$ cat src/rtl/delta_demod.sv
// Delta-stream demodulator: integrates one delta bit per strobe into a saturating
// accumulator and emits FRAME_LEN samples per frame. Optional macro: ADAPTIVE_STEP_EN.
module delta_demod #(
  parameter int unsigned WIDTH     = 8,
  parameter int unsigned FRAME_LEN = 8,
  parameter int unsigned INIT      = 0,
  parameter int unsigned STEP      = 1,
  parameter int unsigned STEP_MAX  = 8
) (
  input  logic             CLK100MHZ,
  input  logic             CPU_RESETN,
  input  logic             frame_start,
  input  logic             bit_in,
  input  logic             bit_valid,
  output logic [WIDTH-1:0] sample_out,
  output logic             sample_valid,
  output logic             frame_done,
  output logic             frame_abort,
  output logic             busy
);

  localparam int unsigned CW = $clog2(FRAME_LEN + 1);

  typedef enum logic {IDLE, RUN} state_t;

  if (FRAME_LEN < 2 || STEP_MAX < STEP) begin : g_cfg_err
    $error("delta_demod: FRAME_LEN must be >= 2 and STEP_MAX >= STEP");
  end

  state_t           state_q, state_d;
  logic [WIDTH-1:0] acc_q, acc_d, acc_base;
  logic [CW-1:0]    cnt_q, cnt_d, cnt_base;
  logic [WIDTH-1:0] sample_d;
  logic             sv_d, fd_d, fa_d;
  logic [WIDTH-1:0] applied_step;

`ifdef ADAPTIVE_STEP_EN
  localparam logic [WIDTH:0] STEP_MAX_W = (WIDTH+1)'(STEP_MAX);

  logic [WIDTH-1:0] step_q, step_d, step_base, step_n;
  logic [1:0]       run_q, run_d, run_base, run_n;
  logic             prev_q, prev_d;
  logic [WIDTH:0]   dbl;
`endif

  // Add or subtract one step at WIDTH+1 bits and clamp to the unsigned range.
  function automatic logic [WIDTH-1:0] integrate(input logic [WIDTH-1:0] a,
                                                 input logic [WIDTH-1:0] s,
                                                 input logic             up);
    logic [WIDTH:0] r;
    if (up) begin
      r = {1'b0, a} + {1'b0, s};
      return r[WIDTH] ? {WIDTH{1'b1}} : r[WIDTH-1:0];
    end else begin
      r = {1'b0, a} - {1'b0, s};
      return r[WIDTH] ? {WIDTH{1'b0}} : r[WIDTH-1:0];
    end
  endfunction

  always_comb begin
    state_d      = state_q;
    acc_d        = acc_q;
    cnt_d        = cnt_q;
    sample_d     = sample_out;
    sv_d         = 1'b0;
    fd_d         = 1'b0;
    fa_d         = 1'b0;
    acc_base     = acc_q;
    cnt_base     = cnt_q;
    applied_step = WIDTH'(STEP);
`ifdef ADAPTIVE_STEP_EN
    step_d       = step_q;
    run_d        = run_q;
    prev_d       = prev_q;
    step_base    = step_q;
    run_base     = run_q;
    step_n       = step_q;
    run_n        = 2'd0;
    dbl          = '0;
`endif

    // A frame_start always restarts; in RUN it also reports the abort.
    if (frame_start) begin
      fa_d     = (state_q == RUN);
      state_d  = RUN;
      acc_base = WIDTH'(INIT);
      cnt_base = '0;
      acc_d    = acc_base;
      cnt_d    = '0;
`ifdef ADAPTIVE_STEP_EN
      step_base = WIDTH'(STEP);
      run_base  = 2'd0;
      step_d    = step_base;
      run_d     = 2'd0;
`endif
    end

    if (bit_valid && (frame_start || state_q == RUN)) begin
`ifdef ADAPTIVE_STEP_EN
      // Same polarity as the previous bit keeps the grown step; otherwise fall back.
      if (cnt_base != '0 && bit_in == prev_q) begin
        applied_step = step_base;
        step_n       = step_base;
        run_n        = run_base + 2'd1;
      end else begin
        applied_step = WIDTH'(STEP);
        step_n       = WIDTH'(STEP);
        run_n        = 2'd1;
      end
      if (run_n == 2'd3) begin
        dbl    = {step_n, 1'b0};
        step_n = (dbl > STEP_MAX_W) ? STEP_MAX_W[WIDTH-1:0] : dbl[WIDTH-1:0];
        run_n  = 2'd0;
      end
      step_d = step_n;
      run_d  = run_n;
      prev_d = bit_in;
`endif
      acc_d    = integrate(acc_base, applied_step, bit_in);
      sample_d = acc_d;
      sv_d     = 1'b1;
      cnt_d    = cnt_base + CW'(1);
      if (cnt_d == CW'(FRAME_LEN)) begin
        fd_d    = 1'b1;
        state_d = IDLE;
        cnt_d   = '0;
      end
    end
  end

  always_ff @(posedge CLK100MHZ or negedge CPU_RESETN) begin
    if (!CPU_RESETN) begin
      state_q      <= IDLE;
      acc_q        <= WIDTH'(INIT);
      cnt_q        <= '0;
      sample_out   <= '0;
      sample_valid <= 1'b0;
      frame_done   <= 1'b0;
      frame_abort  <= 1'b0;
    end else begin
      state_q      <= state_d;
      acc_q        <= acc_d;
      cnt_q        <= cnt_d;
      sample_out   <= sample_d;
      sample_valid <= sv_d;
      frame_done   <= fd_d;
      frame_abort  <= fa_d;
    end
  end

`ifdef ADAPTIVE_STEP_EN
  always_ff @(posedge CLK100MHZ or negedge CPU_RESETN) begin
    if (!CPU_RESETN) begin
      step_q <= WIDTH'(STEP);
      run_q  <= 2'd0;
      prev_q <= 1'b0;
    end else begin
      step_q <= step_d;
      run_q  <= run_d;
      prev_q <= prev_d;
    end
  end
`endif

  assign busy = (state_q == RUN);

endmodule

$ cat config.mk
export PLATFORM = sky130hd
export DESIGN_NAME = delta_demod
export DESIGN_NICKNAME = d
export VERILOG_FILES = /design/src/rtl/delta_demod.sv
export SDC_FILE = /design/constraint.sdc
export NUM_CORES = 1
export LEC_CHECK = 0
export BUFFER_PORTS_ARGS = -buffer_cell sky130_fd_sc_hd__buf_2
export CORE_MARGIN = 4
export CORE_UTILIZATION = 40
export CTS_CLUSTER_DIAMETER = 100
export CTS_CLUSTER_SIZE = 28
export DETAILED_ROUTE_END_ITERATION = 7
export GPL_ROUTABILITY_DRIVEN = 0
export GPL_TIMING_DRIVEN = 0
export RECOVER_POWER = 50
export SYNTH_ARGS = -nofsm -noshare
export SYNTH_HDL_FRONTEND = slang
export SYNTH_SLANG_ARGS = --single-unit
$ cat constraint.sdc
create_clock -name CLK100MHZ -period 2.2 [get_ports CLK100MHZ]
set_input_delay 0.33 -clock CLK100MHZ [delete_from_list [all_inputs] [get_ports CLK100MHZ]]
set_output_delay 0.33 -clock CLK100MHZ [all_outputs]
set_load 0.01 [all_outputs]
==> reports/metrics.csv, run 1 <==
metric,value,unit
largest cells by area after synthesis,"dfrtp_1 42%, a21oi_1 4.2%, nor2_1 4.2%, nor2b_1 3.9%, nand2_1 3.4%",
max_slew headroom,0.145,
worst skew pair latency,0.31,ns
fin. max-slew vios,0,
CTS tree,yes,
WP data required,2.41,ns
YS warnings,0,
die area,4600,um^2
final worst slack,0.302,ns
Max Freq,0.527,GHz
router iterations before antenna repair,4,
final setup violation count,0,
peak supply drop,0.000220,V
Synth Register Bits,24,
"Arr. time, crit path",2.11,ns
H-tree depth,1,
placed inst area,1570,um^2
clock buffer depth,2,
setup TNS,0,ns
CP max FO,9,
Hold Path Depth,4,
mean post-synth cell area,9.18,um^2
hold path start,bit_valid,
initial antenna violation count,0,
vias,1280,
largest net degree at the start of global routing,25,
DP HPWL,2490,um
Post-synth ARST share,1.00,
FF-to-FF path depth,4,
Clock Skew,0.00242,ns
MaxCap Viol Count,0,
"commonest cells after routing, fill and taps aside","24 x dfrtp_1, 16 x nor2_1, 15 x buf_2, 13 x nand2_1, 12 x a21oi_1",
"commonest non-fill, non-tap cell in the layout",dfrtp_1,
pre-CTS setup slack,0.00320,ns
Die Y,67.8,um
Least-Margin Pin Slew,1.28,ns
leak pwr,0.653,nW
library cells used by synthesis,50,
"Hold Vio Cnt, Final",0,
DRC errors left,0,
CTS Buf Count,3,
Initial Util,0.423,
cells after synthesis,156,
IO Count,17,
number of core rows,21,
drt via density,5.77,
clk sink count,24,
CP Class,reg2reg,
ys flop type,dfrtp_1,
# Post-CTS Setup Buffers,0,
RR Startpoint,acc_q[2],
sequential area share after synthesis,0.419,
Routed WL,3480,um
vias in the first global route,1229,
ratio of cells with drive above 1 in the final layout,0.182,
"Design Area, Final",1600,um^2
"EDFF count, synth",0,
nets,183,
post-synth top area cell,dfrtp_1,
first-pass GRT wire length,6030,um
CTS root buffer,clkbuf_4,
GRT overflow,0,
Period minus WS final,1.90,ns
clock-pin slew on the worst setup and hold paths,0.13,ns
slack of the worst reg-to-reg path,0.30,ns
Crit. End Element,register,
area delta synth->final,12.0,%
synthesized cell area,1430,um^2
worst hold path endpoint,busy,
RSZ-0062 raised after global routing,false,
Total GRT Usage,0.172,
core area,3390,um^2
crit share post-route,0.863,
worst hold path class,in2reg,
Synth top area share,0.419,
diode count,0,
status,completed,
Mapped Nets,162,
startpoint types,register,
Wirelength per Cell,15.7,um
Final ANT Viol Nets,0,
PortBufs,15,
RR Endpoint,sample_out[1],
power per cell area,622,nW/um^2
initial DRC count,115,
die width,67.8,um
[per-layer routing]
layer,part of all wire,GRT usage,vias to the layer above
li1,-,-,616
met1,0.48,0.242,635
met2,0.48,0.282,24
met3,0.030,0.0197,5
met4,0.011,0.0447,0
met5,0,0,-
[cells in the mapped netlist (2+ instances only)]
cell type	n
clkbuf_1	2
o21ai_0	5
nor3_1	3
nand4_1	2
nor2_1	16
buf_2	6
a211oi_1	3
a2111oi_0	2
xnor2_1	4
nand3b_1	3
nand3_1	3
inv_1	4
dfrtp_1	24
o31ai_1	2
nor2b_1	9
o21ai_1	3
a311oi_1	2
a31oi_1	3
nand2_1	13
a21oi_1	12
a22oi_1	2
a21o_1	2
o211ai_1	4
[sequential cells by signal (all words and copies together), names as in the netlist]
register	cells
frame_done	1
busy	1
cnt_q	4
frame_abort	1
sample_valid	1
acc_q	8
sample_out	8
[final cells by class]
type / count / area, um^2
buffer: 11 / 60.1
clock buffer: 4 / 36.3
fill: 331 / 1790
inverter: 4 / 15.0
multi-input combinational: 117 / 757
sequential: 24 / 601
tap: 46 / 57.6
timing repair buffer: 16 / 77.6
[stage by stage]
stage | instances | utilization | hold WS, ns | total power, mW
after floorplan | 156 | - | 0.0344 | 0.695
after global placement | 217 | 0.462 | 0.334 | 0.769
after detailed placement | 217 | 0.462 | 0.349 | 0.774
after CTS | 222 | 0.475 | 0.339 | 1.01
after global routing | 222 | 0.473 | 0.348 | 1.07
final | 222 | 0.473 | 0.350 | 0.998
[repair_timing]
item | 4_1_cts | 5_1_grt
resized for setup | 0 | 0
hold buffers | 1 | 0
hold endpoints to repair | 24 | 0
[how the worst max path moves through the flow]
| stage | start | to | slack [ns] | depth (start not counted) |
|---|---|---|---|---|
| after floorplan | frame_start | cnt_q[3] | 0.36 | 7 |
| after global placement | frame_start | cnt_q[3] | 0.07 | 7 |
| after detailed placement | frame_start | cnt_q[3] | 0.003 | 7 |
| after CTS | acc_q[3] | sample_out[1] | 0.30 | 5 |
| after global routing | acc_q[2] | acc_q[1] | 0.13 | 4 |
| final | acc_q[2] | sample_out[1] | 0.30 | 4 |
[cell families after synthesis]
kind of cell | Yosys count | synth area share
fa+ha+maj | 1 | 0.00873
flops | 24 | 0.419
xor+xnor | 5 | 0.0306
compound gates | 50 | 0.250
simple gates | 61 | 0.239
buf+inv | 15 | 0.0524
[power breakdown]
part	switching [mW]	internal, mW	leakage, nW	total, mW
logic	0.155	0.0964	0.332	0.252
registers	0.0322	0.481	0.300	0.514
clock network	0.132	0.101	0.0210	0.233
total	0.319	0.679	0.653	0.998
[worst max-delay path, cell delays in order (launching register included)]
cell	delay, ns
dfrtp_1	0.52
nor4_4	0.55
a311oi_2	0.30
a221oi_2	0.35
nor2_1	0.08
Power figures use the tool's default switching activity.
==> run 2, diff against run 1 <==
==> constraint.sdc (replaced) <==
create_clock -name CLK100MHZ -period 1.9 [get_ports CLK100MHZ]
set_input_delay 0.285 -clock CLK100MHZ [delete_from_list [all_inputs] [get_ports CLK100MHZ]]
set_output_delay 0.285 -clock CLK100MHZ [all_outputs]
set_load 0.01 [all_outputs]
==> run 2 against run 1 <==
Compared with the run above: worst hold slack worse by 0.028 ns; critical endpoint unchanged; clock-buffer cell count stayed put; flip-flop and latch count stayed put; largest cell class unchanged; via count is 0.16% lower; largest power group unchanged; global-route usage stayed put; first-iteration DRC count is 9.6% lower; critical path depth is 1 higher.
==> reports/metrics.csv, run 2 (same netlist as run 1, synthesis figures left out) <==
metric,value,unit
status,completed,
RSZ-0062 raised after global routing,false,
fill count,329,
Hold Path Depth,4,
setup TNS,0,ns
"commonest cells after routing, fill and taps aside","24 x dfrtp_1, 16 x nor2_1, 15 x buf_2, 13 x nand2_1, 12 x a21oi_1",
MaxCap Viol Count,0,
number of core rows,21,
startpoint types,register,
slack of the worst reg-to-reg path,0.17,ns
hold path start,bit_valid,
CP max FO,9,
clk sink count,24,
crit share post-route,0.909,
drt via density,5.71,
Initial Util,0.423,
max_slew headroom,0.147,
fin. max-slew vios,0,
Routed WL,3490,um
die area,4600,um^2
leak pwr,0.667,nW
worst hold path endpoint,busy,
placed inst area,1570,um^2
RR Startpoint,acc_q[2],
Multi-input gate area,764,um^2
Crit. End Element,register,
core area,3390,um^2
top flop regs,"acc_q x8, sample_out x8, cnt_q x4",
initial DRC count,104,
Least-Margin Pin Slew,1.28,ns
Clock Skew,0.00431,ns
area delta synth->final,13.6,%
FF+latch area,601,um^2
IO Count,17,
peak supply drop,0.000256,V
vias,1278,
Period minus WS final,1.73,ns
final setup violation count,0,
Die Y,67.8,um
clock-pin slew on the worst setup and hold paths,0.13,ns
clock buffer depth,2,
nets,185,
CP Class,reg2reg,
CTS tree,yes,
"Hold Vio Cnt, Final",0,
DRC errors left,0,
worst hold path class,in2reg,
FF-to-FF path depth,5,
PortBufs,15,
H-tree depth,1,
vias in the first global route,1229,
router iterations before antenna repair,4,
power per cell area,716,nW/um^2
Total GRT Usage,0.172,
Max Freq,0.579,GHz
Wirelength per Cell,15.6,um
CTS Buf Count,3,
"commonest non-fill, non-tap cell in the layout",dfrtp_1,
post-layout util,0.480,
RR Endpoint,sample_out[1],
CTS root buffer,clkbuf_4,
"Arr. time, crit path",1.93,ns
diode count,0,
die width,67.8,um
pre-CTS setup slack,-0.252,ns
largest net degree at the start of global routing,25,
ratio of cells with drive above 1 in the final layout,0.197,
worst skew pair latency,0.31,ns
final worst slack,0.172,ns
initial antenna violation count,0,
DP HPWL,2490,um
Final ANT Viol Nets,0,
WP data required,2.10,ns
first-pass GRT wire length,6030,um
GRT overflow,0,
"Design Area, Final",1630,um^2
==> run 2: repair_timing <==
item                       CTS  global route
hold endpoints to repair    24             0
hold buffers                 1             0
setup endpoints to repair    0             9
setup buffers                0             2
resized for setup            0             3
==> run 2: area by class of cell <==
cell class | instances | area share
clock buffer | 4 | 0.0223
buffer | 11 | 0.0377
multi-input combinational | 117 | 0.470
tap | 46 | 0.0354
sequential | 24 | 0.369
timing repair buffer | 18 | 0.0569
inverter | 4 | 0.00922
==> run 2: how the worst max path moves through the flow <==
stage,end,start,cells past startpoint
5_1_grt,acc_q[1],acc_q[2],5
3_5_place_dp,cnt_q[3],frame_start,7
2_1_floorplan,cnt_q[3],frame_start,7
6_report,sample_out[1],acc_q[2],5
4_1_cts,sample_out[1],acc_q[3],5
3_3_place_gp,cnt_q[3],frame_start,7
==> run 2: critical path, cell delays in order, from the launching register on <==
cell and delay (ns):
dfrtp_1 0.51, nor4_4 0.32, buf_4 0.20, a311oi_2 0.18, a221oi_2 0.33, nor2_1 0.08
==> run 2: routing by layer <==
layer  vias to the layer above  GRT usage  share of wire
met3                         2     0.0197          0.030
met1                       631      0.242           0.47
met2                        23      0.282           0.49
met4                         0     0.0447         0.0066
met5                         -          0              0
li1                        622          -              -
==> run 2: report_power, final <==
part | switching [mW] | internal, mW
Sequential | 0.0368 | 0.557
Clock | 0.151 | 0.117
Combinational | 0.183 | 0.121
==> run 2: through the flow <==
step	hold slack, ns	power [mW]	cells
after floorplan	-0.0106	0.805	156
after global placement	0.289	0.890	217
after detailed placement	0.304	0.896	217
after CTS	0.294	1.18	222
after global routing	0.315	1.25	224
final	0.321	1.17	224
==> run 3, diff against run 2 <==
--- a/config.mk
+++ b/config.mk
@@ -5,6 +5,7 @@
 export SDC_FILE = /design/constraint.sdc
 export NUM_CORES = 1
 export LEC_CHECK = 0
+export ABC_AREA = 1
 export BUFFER_PORTS_ARGS = -buffer_cell sky130_fd_sc_hd__buf_2
 export CORE_MARGIN = 4
 export CORE_UTILIZATION = 40
==> run 3 against run 2 <==
Compared with the run above: design area is 2.5% lower; die area did not move; critical endpoint is now sample_out[4]; sequential power increased by 9.4%; largest power group unchanged.
==> reports/metrics.csv, run 3 <==
metric,value,unit
status,completed,
GRT overflow,0,
Routed WL,3080,um
Final ANT Viol Nets,0,
final setup violation count,0,
worst skew pair latency,0.31,ns
Wirelength per Cell,11.6,um
crit share post-route,0.781,
H-tree depth,1,
Period minus WS final,1.48,ns
mean post-synth cell area,7.09,um^2
setup TNS,0,ns
"commonest cells after routing, fill and taps aside","96 x nand2_1, 24 x dfrtp_1, 20 x inv_1, 15 x nand3_1, 13 x nor2_1",
CP max FO,5,
leak pwr,0.958,nW
clock buffer depth,2,
Initial Util,0.423,
largest net degree at the start of global routing,25,
sequential area share after synthesis,0.419,
DP HPWL,2280,um
initial DRC count,60,
pre-CTS setup slack,0.393,ns
DRC errors left,0,
final worst slack,0.416,ns
initial antenna violation count,0,
ys flop type,dfrtp_1,
ratio of cells with drive above 1 in the final layout,0.150,
vias in the first global route,1211,
YS warnings,0,
startpoint types,register,
Synth top area share,0.419,
library cells used by synthesis,23,
vias,1234,
PortBufs,14,
drt via density,4.64,
clock-pin slew on the worst setup and hold paths,0.12,ns
top flop regs,"acc_q x8, sample_out x8, cnt_q x4",
Synth Register Bits,24,
"Arr. time, crit path",1.70,ns
cells after synthesis,202,
# Post-CTS Setup Buffers,0,
die width,67.8,um
clk sink count,24,
CTS Buf Count,3,
"commonest non-fill, non-tap cell in the layout",nand2_1,
Finished Layout Cells,266,
"Hold Vio Cnt, Final",0,
IO Count,17,
slack of the worst reg-to-reg path,0.42,ns
Crit. End Element,register,
CTS tree,yes,
synthesized cell area,1430,um^2
placed cell count,262,
RSZ-0062 raised after global routing,false,
die area,4600,um^2
diode count,0,
"EDFF count, synth",0,
Max Freq,0.674,GHz
peak supply drop,0.000410,V
CTS root buffer,clkbuf_4,
post-synth top area cell,dfrtp_1,
Least-Margin Pin Slew,0.541,ns
fill count,337,
Die Y,67.8,um
nets,228,
fin. max-slew vios,0,
worst hold path class,in2reg,
most frequent cells after synthesis,"96 x nand2_1, 24 x dfrtp_1, 20 x inv_1, 15 x nand3_1, 13 x nor2_1",
MaxCap Viol Count,0,
CP Class,reg2reg,
WP data required,2.11,ns
largest cells by area after synthesis,"dfrtp_1 42%, nand2_1 25%, inv_1 5.2%, nand3_1 5.2%, nor2_1 3.4%",
core area,3390,um^2
area delta synth->final,10.8,%
first-pass GRT wire length,5440,um
number of core rows,21,
most common cell in the netlist,nand2_1,
router iterations before antenna repair,4,
Total GRT Usage,0.154,
Post-synth ARST share,1.00,
power per cell area,804,nW/um^2
max_slew headroom,0.639,
hold slack final,0.218,ns
Clock Skew,0.00182,ns
Mapped Nets,208,
## run 3: changes by cell type in the layout (fill, tap and decap cells not counted), sizes merged, moves of 4 or more
cell and change:
inv +17, nand3 +15, buf -5, nand2 +89, nor2b -9, xnor2 -4
nor3 -4, a21oi -11, clkbuf -5, o211ai -4
## run 3: worst max-delay path, cell delays in order, from the launching register on
cell and delay, ns:
dfrtp_1 0.45, o21ai_1 0.31, nand2_2 0.10, nor2_1 0.14, nor2_2 0.09, nand2_1 0.06, nand2_1 0.05, nand2_1 0.10
nand2_1 0.07
## run 3: cell families (layout without fill, tap and decap cells)
kind of cell / count (synthesis) / in the layout / share of synthesized area
adders and majority gates: 1 / 1 / 0.00873
xor gates and xnor gates: 2 / 2 / 0.0122
AOI/OAI and AO/OA: 13 / 13 / 0.0585
buffers and inverters: 26 / 44 / 0.0961
and+or+nand+nor: 136 / 136 / 0.405
DFF: 24 / 24 / 0.419
## run 3: metrics by stage
stage | power (mW) | cell area [um^2] | util
after floorplan | 0.950 | 1430 | -
after global placement | 1.07 | 1560 | 0.460
after detailed placement | 1.07 | 1560 | 0.460
after CTS | 1.30 | 1590 | 0.470
after global routing | 1.38 | 1590 | 0.468
final | 1.28 | 1590 | 0.468
## run 3: path summary, 6_finish.rpt
| check | startpoint | end | cells after the start |
|---|---|---|---|
| min reg2reg | sample_out[1] | sample_out[1] | 2 |
| min | frame_start | frame_abort | 3 |
| max | acc_q[0] | sample_out[4] | 8 |
| max reg2reg | acc_q[0] | sample_out[4] | 8 |
| min in group asynchronous | CPU_RESETN | busy | 2 |
| max in group asynchronous | CPU_RESETN | acc_q[6] | 2 |
## run 3: power by group
| group | leakage (nW) | switching (mW) | internal [mW] | total, mW |
|---|---|---|---|---|
| combinational | 0.637 | 0.257 | 0.148 | 0.406 |
| clock | 0.0138 | 0.146 | 0.0741 | 0.220 |
| sequential | 0.308 | 0.0603 | 0.590 | 0.650 |
## run 3: final cells by class
type	count	area (um^2)	share of cell area
multi-input combinational	152	694	0.437
timing repair buffer	15	75.1	0.0473
sequential	24	601	0.378
clock buffer	3	22.5	0.0142
tap	46	57.6	0.0362
buffer	5	51.3	0.0323
inverter	21	86.3	0.0544
## run 3: what timing repair did
item                      CTS  global route
hold endpoints to repair   24             0
resized for setup           0             0
hold buffers                1             0
## run 3: layer usage
metal  global-route usage  up-vias  routed length, um
met5                    0        -                  0
met4               0.0471        0                 36
met3               0.0181        5                 87
met2                0.242       17               1410
met1                0.222      557               1550
li1                     -      655                  -
